File: config.mk
export PLATFORM = sky130hd
export DESIGN_NAME = dp_tpp_uram_drain
export DESIGN_NICKNAME = d
export VERILOG_FILES = /design/src/rtl/dp_tpp_uram_drain_pkg.sv /design/src/rtl/dp_sync_fifo.sv /design/src/rtl/dp_tpp_uram_drain.sv
export SDC_FILE = /design/constraint.sdc
export NUM_CORES = 2
export LEC_CHECK = 0
export CORE_AREA = 2 2 737 739
export DETAILED_ROUTE_END_ITERATION = 7
export DIE_AREA = 0 0 739 741
export SETUP_SLACK_MARGIN = 0.1
export SYNTH_ARGS = -nofsm -noshare
export SYNTH_HDL_FRONTEND = slang
export SYNTH_HIERARCHICAL = 1
export SYNTH_SLANG_ARGS = --single-unit
File: constraint.sdc
create_clock -name clk -period 21.7 [get_ports clk]
set_input_delay 5.425 -clock clk [delete_from_list [all_inputs] [get_ports clk]]
set_output_delay 5.425 -clock clk [all_outputs]
set_load 0.005 [all_outputs]
File: src/rtl/dp_tpp_uram_drain_pkg.sv
// Shared definitions for the tap drain: BRAM delay, dp_tpp_mode encodings and drain FSM states.
// Row latency and flow control live in the modules that import this package.
`ifndef COMMON_BRAM_DELAY
`define COMMON_BRAM_DELAY 2
`endif
`ifndef S_AXI_NTT_MADD
`define S_AXI_NTT_MADD 2'd0
`endif
`ifndef S_NTT_MADD_AXI
`define S_NTT_MADD_AXI 2'd1
`endif
`ifndef S_MADD_AXI_NTT
`define S_MADD_AXI_NTT 2'd2
`endif

package dp_tpp_uram_drain_pkg;

  typedef enum logic [1:0] {
    DRAIN_IDLE = 2'd0,
    DRAIN_RUN  = 2'd1,
    DRAIN_WAIT = 2'd2
  } drain_state_e;

  // In this mode the tap is shared with NTT reads and only usable once NTT is done.
  localparam logic [1:0] MODE_SHARED = `S_MADD_AXI_NTT;

endpackage

File: src/rtl/dp_sync_fifo.sv
// Generic synchronous FIFO with occupancy count and synchronous clear; registered state, data readable from head the cycle after push.
// Push when full and pop when empty are ignored; the producer is expected to hold credit.
module dp_sync_fifo #(
  parameter int WIDTH = 8,
  parameter int DEPTH = 4,
  localparam int CNT_W = $clog2(DEPTH + 1),
  localparam int PTR_W = (DEPTH > 1) ? $clog2(DEPTH) : 1
) (
  input  logic             clk,
  input  logic             rst_n,
  input  logic             clr,
  input  logic             push,
  input  logic [WIDTH-1:0] push_dat,
  input  logic             pop,
  output logic [WIDTH-1:0] pop_dat,
  output logic             empty,
  output logic [CNT_W-1:0] count
);

  logic [WIDTH-1:0] mem [DEPTH];
  logic [PTR_W-1:0] wr_ptr, rd_ptr;
  logic             do_push, do_pop;

  assign empty   = (count == '0);
  assign do_push = push && (count != CNT_W'(DEPTH));
  assign do_pop  = pop && !empty;
  assign pop_dat = mem[rd_ptr];

  always_ff @(posedge clk) begin
    if (do_push) mem[wr_ptr] <= push_dat;
  end

  always_ff @(posedge clk or negedge rst_n) begin
    if (!rst_n) begin
      wr_ptr <= '0;
      rd_ptr <= '0;
      count  <= '0;
    end else if (clr) begin
      wr_ptr <= '0;
      rd_ptr <= '0;
      count  <= '0;
    end else begin
      if (do_push) wr_ptr <= (wr_ptr == PTR_W'(DEPTH - 1)) ? '0 : wr_ptr + 1'b1;
      if (do_pop)  rd_ptr <= (rd_ptr == PTR_W'(DEPTH - 1)) ? '0 : rd_ptr + 1'b1;
      case ({do_push, do_pop})
        2'b10:   count <= count + 1'b1;
        2'b01:   count <= count - 1'b1;
        default: count <= count;
      endcase
    end
  end

endmodule

File: src/rtl/dp_tpp_uram_drain.sv
// Drains the temp/URAM tap row by row onto valid/ready; first beat RD_LATENCY+1 cycles after the first issue, reads held back by FIFO credit.
// Define DP_TPP_DRAIN_STALL_CNT_EN to build the saturating stall counter on o_stall_cnt.
`ifndef COMMON_BRAM_DELAY
`define COMMON_BRAM_DELAY 2
`endif

module dp_tpp_uram_drain
  import dp_tpp_uram_drain_pkg::*;
#(
  parameter int COE_WIDTH     = 39,
  parameter int ADDR_WIDTH    = 9,
  parameter int NUM_POLY      = 3,
  parameter int NUM_BASE_BANK = 8,
  parameter int RD_LATENCY    = `COMMON_BRAM_DELAY,
  parameter int FIFO_DEPTH    = 4,
  localparam int DW           = COE_WIDTH * NUM_BASE_BANK * NUM_POLY
) (
  input  logic                  clk,
  input  logic                  rst_n,
  input  logic                  i_start,
  input  logic [1:0]            i_mode,
  input  logic                  i_ntt_done,
  output logic [ADDR_WIDTH-1:0] o_uram_rdaddr,
  output logic                  o_rd_issue,
  input  logic [DW-1:0]         i_uram_data,
  output logic                  o_valid,
  input  logic                  i_ready,
  output logic [DW-1:0]         o_data,
  output logic                  o_last,
  output logic                  o_busy,
  output logic                  o_done,
  output logic                  o_abort,
  output logic [15:0]           o_stall_cnt
);

  localparam int CNT_W = $clog2(FIFO_DEPTH + 1);

  drain_state_e          state_q, state_d;
  logic [1:0]            mode_q;
  logic [ADDR_WIDTH-1:0] addr_q;
  logic [RD_LATENCY-1:0] dl_vld, dl_last;
  logic                  done_q, done_d;
  logic                  issue, abort, start_acc, pop, tap_ok, credit_ok, final_addr;
  logic [7:0]            inflight, fifo_free;
  logic                  fifo_empty;
  logic [CNT_W-1:0]      fifo_cnt;
  logic [DW:0]           fifo_dout;

  assign tap_ok     = (mode_q != MODE_SHARED) || i_ntt_done;
  assign final_addr = &addr_q;

  always_comb begin
    inflight = '0;
    for (int i = 0; i < RD_LATENCY; i++) inflight = inflight + {7'd0, dl_vld[i]};
  end

  // Every issued read must already own a FIFO slot when its data lands.
  assign fifo_free = 8'(FIFO_DEPTH) - 8'(fifo_cnt);
  assign credit_ok = fifo_free > inflight;

  assign o_valid = !fifo_empty;
  assign pop     = o_valid && i_ready;
  assign o_data  = o_valid ? fifo_dout[DW-1:0] : '0;
  assign o_last  = o_valid && fifo_dout[DW];

  always_comb begin
    state_d   = state_q;
    issue     = 1'b0;
    abort     = 1'b0;
    start_acc = 1'b0;
    done_d    = 1'b0;
    case (state_q)
      DRAIN_IDLE: begin
        if (i_start) begin
          start_acc = 1'b1;
          state_d   = DRAIN_RUN;
        end
      end
      DRAIN_RUN: begin
        if (i_mode != mode_q) begin
          abort   = 1'b1;
          state_d = DRAIN_IDLE;
        end else if (tap_ok && credit_ok) begin
          issue = 1'b1;
          if (final_addr) state_d = DRAIN_WAIT;
        end
      end
      DRAIN_WAIT: begin
        if (i_mode != mode_q) begin
          abort   = 1'b1;
          state_d = DRAIN_IDLE;
        end else if (pop && fifo_dout[DW]) begin
          done_d  = 1'b1;
          state_d = DRAIN_IDLE;
        end
      end
      default: state_d = DRAIN_IDLE;
    endcase
  end

  always_ff @(posedge clk or negedge rst_n) begin
    if (!rst_n) begin
      state_q <= DRAIN_IDLE;
      mode_q  <= '0;
      addr_q  <= '0;
      done_q  <= 1'b0;
    end else begin
      state_q <= state_d;
      done_q  <= done_d;
      if (start_acc) begin
        mode_q <= i_mode;
        addr_q <= '0;
      end else if (issue && !final_addr) begin
        addr_q <= addr_q + 1'b1;
      end
    end
  end

  always_ff @(posedge clk or negedge rst_n) begin
    if (!rst_n) begin
      dl_vld  <= '0;
      dl_last <= '0;
    end else if (abort) begin
      dl_vld  <= '0;
      dl_last <= '0;
    end else begin
      dl_vld[0]  <= issue;
      dl_last[0] <= issue && final_addr;
      for (int i = 1; i < RD_LATENCY; i++) begin
        dl_vld[i]  <= dl_vld[i-1];
        dl_last[i] <= dl_last[i-1];
      end
    end
  end

  dp_sync_fifo #(
    .WIDTH (DW + 1),
    .DEPTH (FIFO_DEPTH)
  ) u_fifo (
    .clk      (clk),
    .rst_n    (rst_n),
    .clr      (abort),
    .push     (dl_vld[RD_LATENCY-1]),
    .push_dat ({dl_last[RD_LATENCY-1], i_uram_data}),
    .pop      (pop),
    .pop_dat  (fifo_dout),
    .empty    (fifo_empty),
    .count    (fifo_cnt)
  );

`ifdef DP_TPP_DRAIN_STALL_CNT_EN
  logic [15:0] stall_q;

  always_ff @(posedge clk or negedge rst_n) begin
    if (!rst_n) begin
      stall_q <= '0;
    end else if (start_acc) begin
      stall_q <= '0;
    end else if (o_valid && !i_ready && (stall_q != 16'hFFFF)) begin
      stall_q <= stall_q + 16'd1;
    end
  end

  assign o_stall_cnt = stall_q;
`else
  assign o_stall_cnt = '0;
`endif

  assign o_uram_rdaddr = addr_q;
  assign o_rd_issue    = issue;
  assign o_busy        = (state_q != DRAIN_IDLE);
  assign o_done        = done_q;
  assign o_abort       = abort;

endmodule
Word-level counts from Yosys, hierarchy flattened
Memory sizes are Yosys's and may differ from the RTL's.
Cells that the tools add are included.
Storage, ports and cells
  flip-flop bits (word level): 25
  memory bits (writable): 3748
  input bits: 943
  logic and storage cells: 84
  memories kept: 1
Cells by class
  $add $sub $neg: 7
  $lt $le $gt $ge: 1
  equality and inequality tests: 13
  multiplexer cells: 32
  reductions and logical operators: 21
Memories
  u_fifo.mem: depth 4, width 937, rd ports 1, clocked after Yosys merged registers in 0, write ports 1, line dp_sync_fifo.sv:20  | logic [WIDTH-1:0] mem [DEPTH];
Operator list (count)
  2-to-1 mux 936 bit: 1
  2-to-1 mux 2 bit: 14
  2-to-1 mux 9 bit: 2
  2-to-1 mux 1 bit: 12
  inequality test 3 bit, second input constant: 4
  adder 9 x 1 -> 9 bit, second input constant: 1
  AND reduction 9 bit: 1
  equality test 2 bit, second input constant: 4
  greater-than comparator 8 x 2 -> 1 bit: 1
  logical AND 1 bit: 8
  nonzero test 2 bit: 4
  case mux 2 bit (3 select lines): 1
  case mux 3 bit (2 select lines): 1
  adder 2 x 1 -> 2 bit, second input constant: 2
  equality test 2 x 1 -> 1 bit, second input constant: 2
  inequality test 2 bit, second input constant: 2
  AND reduction 4 bit: 1
  subtractor 3 x 3 -> 4 bit, first input constant: 1
  adder 3 x 1 -> 3 bit, second input constant: 1
  logical NOT 3 bit: 1
  2-to-1 mux 3 bit: 1
  nonzero test 3 bit: 1
  subtractor 3 x 1 -> 3 bit, second input constant: 1
  adder 1 x 1 -> 2 bit: 1
  5 further kinds: 6

Longest topological paths before layout
  word-level depth: 9
  depth in mapped cells: 12
  gate-level depth less buffers: 10

Hierarchy
Netlist, hierarchy kept.
Modules (own cells, without submodules)
  dp_sync_fifo: instances 1, cells each 4956, area an instance 135742.7 um2
  dp_tpp_uram_drain: instances 1, cells each 1178, area an instance 7529.7 um2

Least setup slack after synthesis
OpenSTA, ideal clock, no wires.
  path type: register to register
  start point: register u_fifo.count[0]
  end point: memory u_fifo/mem[1][0] (netlist bit), enable pin
  library setup time: 1.432 ns
  arrival: 22.140 ns
  data required time: 20.268 ns
  setup slack: -1.872 ns
  stages on the path, launching flop included: 5
  path buffers: 1
  clock period less this slack: 23.572 ns
  path through: dfrtp_1 -> clkbuf_1 -> nor2_1 -> a21boi_1 -> and2_1
On the way
  cells in the longest elaborated chain, start to end: 4
RTL lines
  from (decl): line dp_sync_fifo.sv:17  | output logic [CNT_W-1:0] count
  from (signal assigned): line dp_sync_fifo.sv:46  | 2'b10: count <= count + 1'b1;
  from (signal assigned): line dp_sync_fifo.sv:47  | 2'b01: count <= count - 1'b1;
  from (signal assigned): line dp_sync_fifo.sv:48  | default: count <= count;
  inequality test 3 bit: line dp_sync_fifo.sv:25  | assign do_push = push && (count != CNT_W'(DEPTH));
  logical AND 1 bit: line dp_sync_fifo.sv:25
  2-to-1 mux 1 bit: line dp_sync_fifo.sv:30  | if (do_push) mem[wr_ptr] <= push_dat;
  2-to-1 mux 1 bit (not written as such): line dp_sync_fifo.sv:30
  to (decl): line dp_sync_fifo.sv:20
No other way between the ends.

Worst setup path in the final report
  start point: input port i_mode[1]
  end point: output port o_rd_issue
On the way
  cells in the longest elaborated chain, start to end: 3
RTL lines
  from (decl): line dp_tpp_uram_drain.sv:21  | input logic [1:0] i_mode,
  inequality test 2 bit: line dp_tpp_uram_drain.sv:80  | if (i_mode != mode_q) begin
  2-to-1 mux 1 bit: line dp_tpp_uram_drain.sv:80
  2-to-1 mux 1 bit: line dp_tpp_uram_drain.sv:72  | case (state_q)
  to (decl): line dp_tpp_uram_drain.sv:24  | output logic o_rd_issue,
No other way between the ends.

==> impl_metrics.py <==
metrics = {
    "sta": {
        "grt_setup_unrepaired": "no",
        "setup_total_negative_slack_ns": 0,
        "worstMarginPinSlew_ns": 1.24,
        "period_minus_slack_ns": 12.95,
        "finalMaxSlewViolations": 0,
        "setup-violations-final": 0,
        "rel_slew_slack_pct": 16.9,
        "clock_skew_ns": 0.0980,
        "finalHoldViolations": 0,
        "fmax_ghz": 0.0772,
        "final_min_period_over_clock_period_pct": 59.7,
    },
    "logic_synthesis": {
        "ys_ff_latch": 3773,
        "ys_top_cells_by_area": "edfxtp_1, mux4_2, nor2b_1",
        "mappedNetlistArea_mm2": 0.143,
        "synth_largest_type_area_fraction_pct": 78.6,
        "ys.warnings.count": 6,
        "yosysTopAreaCell": "edfxtp_1",
        "number_of_instances_in_the_synthesized_netlist": 6134,
        "number_of_different_library_cells_in_the_post_synthesis_netlist": 49,
        "seq_area_frac_synth_pct": 79.0,
        "syn_avg_cell_area_um2": 23.4,
    },
    "worst_hold_path": {
        "min-delay-path-class": "reg -> reg",
        "holdPathStages": 1,
        "worstHoldStart": "dl_last[0]$_DFF_PN0_",
        "hold_path_end": "dl_last[1]$_DFF_PN0_",
    },
    "floorplanning": {
        "io_pins": 1910,
        "die_width_um": 739,
        "floorplan.initialDensity_pct": 26.6,
        "die_y_um": 741,
        "design.core.area_mm2": 0.540,
        "rows": 270,
        "floorplan.die_area_mm2": 0.548,
    },
    "global_route": {
        "globalRouteOverflowTotal": 0,
        "first_global_vias": 75200,
        "grt.total_usage_pct": 17.8,
        "first_pass_grt_wire_length_mm": 674,
        "antenna_found_initial": 291,
        "grt_max_degree": 148,
    },
    "placed_design": {
        "routabilityCongestion": 0.922,
        "hpwl_mm": 365,
        "post_dp_cell_area_mm2": 0.170,
        "port_buffers": 1893,
        "dp_cells": 15000,
    },
    "finish": {
        "areaGrowthSynthToFinish_pct": 28.3,
        "instances_no_fill": 15900,
        "finalInstanceArea_mm2": 0.184,
        "final_layout_size_suffix_gt1_share_pct": 19.0,
        "post-route-util_pct": 34.1,
        "nets": 9179,
        "fill_cells": 50500,
    },
    "clocking": {
        "post-cts-setup-buffers": 0,
        "tritoncts_num_sinks": 3773,
        "ctsResizeCount": 0,
        "h_tree_levels": 5,
        "cts.reportedPaths.clkPinSlew_ns": 0.06,
        "cts.path.max_buffers": 4,
        "cts-buffers-inserted": 405,
        "holdBufCountCts": 0,
        "clock-root-buffer": "clkbuf_16",
        "cts_tree": "built",
        "clkLatencyLatePin_ns": 0.99,
    },
    "pwr": {
        "power.share.sequential_pct": 38.9,
        "power_density_mw_per_mm2": 121,
        "p_switching_mw": 6.73,
        "total_power_mw": 22.3,
        "p_int_mw": 15.5,
        "share_comb_of_total_power_pct": 30.3,
        "power.switching_fraction_pct": 30.2,
        "peakVddDrop_mv": 0.128,
        "clockPowerShare_pct": 30.8,
        "pleak_nw": 55.1,
    },
    "critical_path": {
        "cp_cell_sequence": "clkdlybuf4s50_1 -> xnor2_2 -> nand3_4 -> nor2_1 -> clkdlybuf4s50_1",
        "worst_path_largest_cell_delay_ns": 0.74,
        "critPathSlowestCell": "clkdlybuf4s50_1",
        "worst_ep_arrival_time_ns": 7.52,
        "cp.buffers_inverters": 2,
        "critPathKind": "in -> out",
        "critical_path.most_common_cell": "clkdlybuf4s50_1",
        "timing.critical_path.fanout_max": 10,
        "required_ns": 16.27,
        "path_delay_family": "buffers and inverters",
        "end_kind": "output port",
        "r2r_path_start": "dl_vld[1]$_DFF_PN0_",
        "crit-reg2reg-capture": "u_fifo/mem[3][499]$_DFFE_PP_",
        "worst_setup_path_start_kind": "input port",
        "minimum_setup_slack_among_reg_to_reg_paths_ns": 14.91,
        "rr_worst_depth": 7,
    },
    "detailed_routing": {
        "initialDrtViolationCount": 6888,
        "routed-via-count": 72700,
        "drtAntennaViolNets": 0,
        "wl_per_cell_um": 31.8,
        "firstDrtPassIters": 6,
        "total_routed_wirelength_mm": 505,
        "remaining_drc_errors": 0,
        "avgViaCountPerCell": 4.58,
    },
    "run": {
        "cap_viol_max_count": 0,
    },
    "run_status": {
        "result_of_the_run": "finished, final reports clean",
    },
}
## power groups by stage
stage | clock [mW] | sequential (mW) | combinational, mW
after floorplan | 0 | 9.26 | 2.87
after global placement | 0 | 8.78 | 6.94
after detailed placement | 0 | 8.82 | 6.92
after CTS | 7.03 | 8.66 | 6.97
after global routing | 7.30 | 8.69 | 7.13
final | 6.86 | 8.66 | 6.74
## routing by layer
| layer | GRT usage, % | vias to the layer above | share of wire (%) |
|---|---|---|---|
| met3 | 8.15 | 1040 | 12 |
| met4 | 7.49 | 174 | 4.7 |
| met2 | 29.2 | 3432 | 48 |
| li1 | - | 29600 | - |
| met5 | 0 | - | 0.23 |
| met1 | 20.2 | 38400 | 36 |
## cell usage in the layout (no fill, tap or decap), types with 16 or more instances in the layout
cell type	instances
edfxtp_1	3748
clkinv_2	65
buf_4	83
clkinv_1	80
nand2_1	21
dfrtp_1	23
bufinv_16	37
buf_12	21
clkdlybuf4s50_1	1893
clkbuf_16	409
clkbuf_1	92
nor2b_1	940
diode_2	112
conb_1	16
mux4_2	937
## cell type report
| class | instances | area (um^2) | area share, % |
|---|---|---|---|
| antenna | 112 | 280 | 0.153 |
| timing repair buffer | 1997 | 20000 | 10.9 |
| inverter | 13 | 48.8 | 0.0266 |
| clock buffer | 504 | 10600 | 5.78 |
| multi-input combinational | 2030 | 28000 | 15.3 |
| clock inverter | 236 | 2580 | 1.40 |
| tap | 7208 | 9020 | 4.91 |
| sequential | 3773 | 113000 | 61.6 |
## sequential cells by signal (all words and copies together), names as in the netlist
signal,flops
o_uram_rdaddr,9
mode_q,2
dl_last,2
u_fifo/wr_ptr,2
u_fifo/rd_ptr,2
dl_vld,2
o_done,1
state_q,2
u_fifo/mem,3748
u_fifo/count,3
## logic make-up (layout without fill, tap and decap cells)
family | Yosys count | after routing | synth area share (%)
flip-flops | 3773 | 3773 | 79.0
AO/OA/AOI/OAI | 36 | 36 | 0.186
other | 1 | 128 | 0.00262
adder cells (fa/ha/maj) | 16 | 16 | 0.145
AND/OR/NAND/NOR | 1016 | 1016 | 4.39
multiplexers | 942 | 942 | 14.8
buffers and inverters | 346 | 2750 | 1.48
XOR/XNOR | 4 | 4 | 0.0349
## worst max-delay path by stage
stage,end,start,slack [ns],depth (start not counted)
after floorplan,u_fifo/mem[0][0]$_DFFE_PP_,u_fifo/count[0]$_DFFE_PN0P_,-1.87,4
after global placement,o_rd_issue,i_mode[0],8.69,5
after detailed placement,o_rd_issue,i_mode[0],8.76,5
after CTS,o_rd_issue,i_mode[0],8.75,5
after global routing,o_rd_issue,i_mode[0],8.72,5
final,o_rd_issue,i_mode[1],8.75,5
## synthesized netlist by cell type (all sizes together)
master / number
nand4bb: 1
a211oi: 3
ha: 15
or3: 1
a21bo: 1
buf: 216
xnor2: 3
o21ai: 7
mux2i: 4
a221o: 1
clkbuf: 117
or3b: 2
a32oi: 1
a21boi: 1
nor2b: 940
xor2: 1
or2: 1
or4: 1
conb: 1
nor2: 17
and3: 5
inv: 13
a21oi: 9
a22oi: 1
nand2b: 7
edfxtp: 3748
fa: 1
a41o: 3
and4: 1
nor3: 3
and2: 8
nand2: 21
nand4: 3
dfrtp: 25
mux4: 937
nand3: 5
o31ai: 4
mux2: 1
a31oi: 5
## per-stage QoR
step	setup slack [ns]	hold WS, ns
floorplan	-1.87	0.428
global placement	8.69	0.473
detailed placement	8.76	0.461
CTS	8.75	0.481
global route	8.72	0.497
finish	8.75	0.480
(Power assumes the default switching activity.)
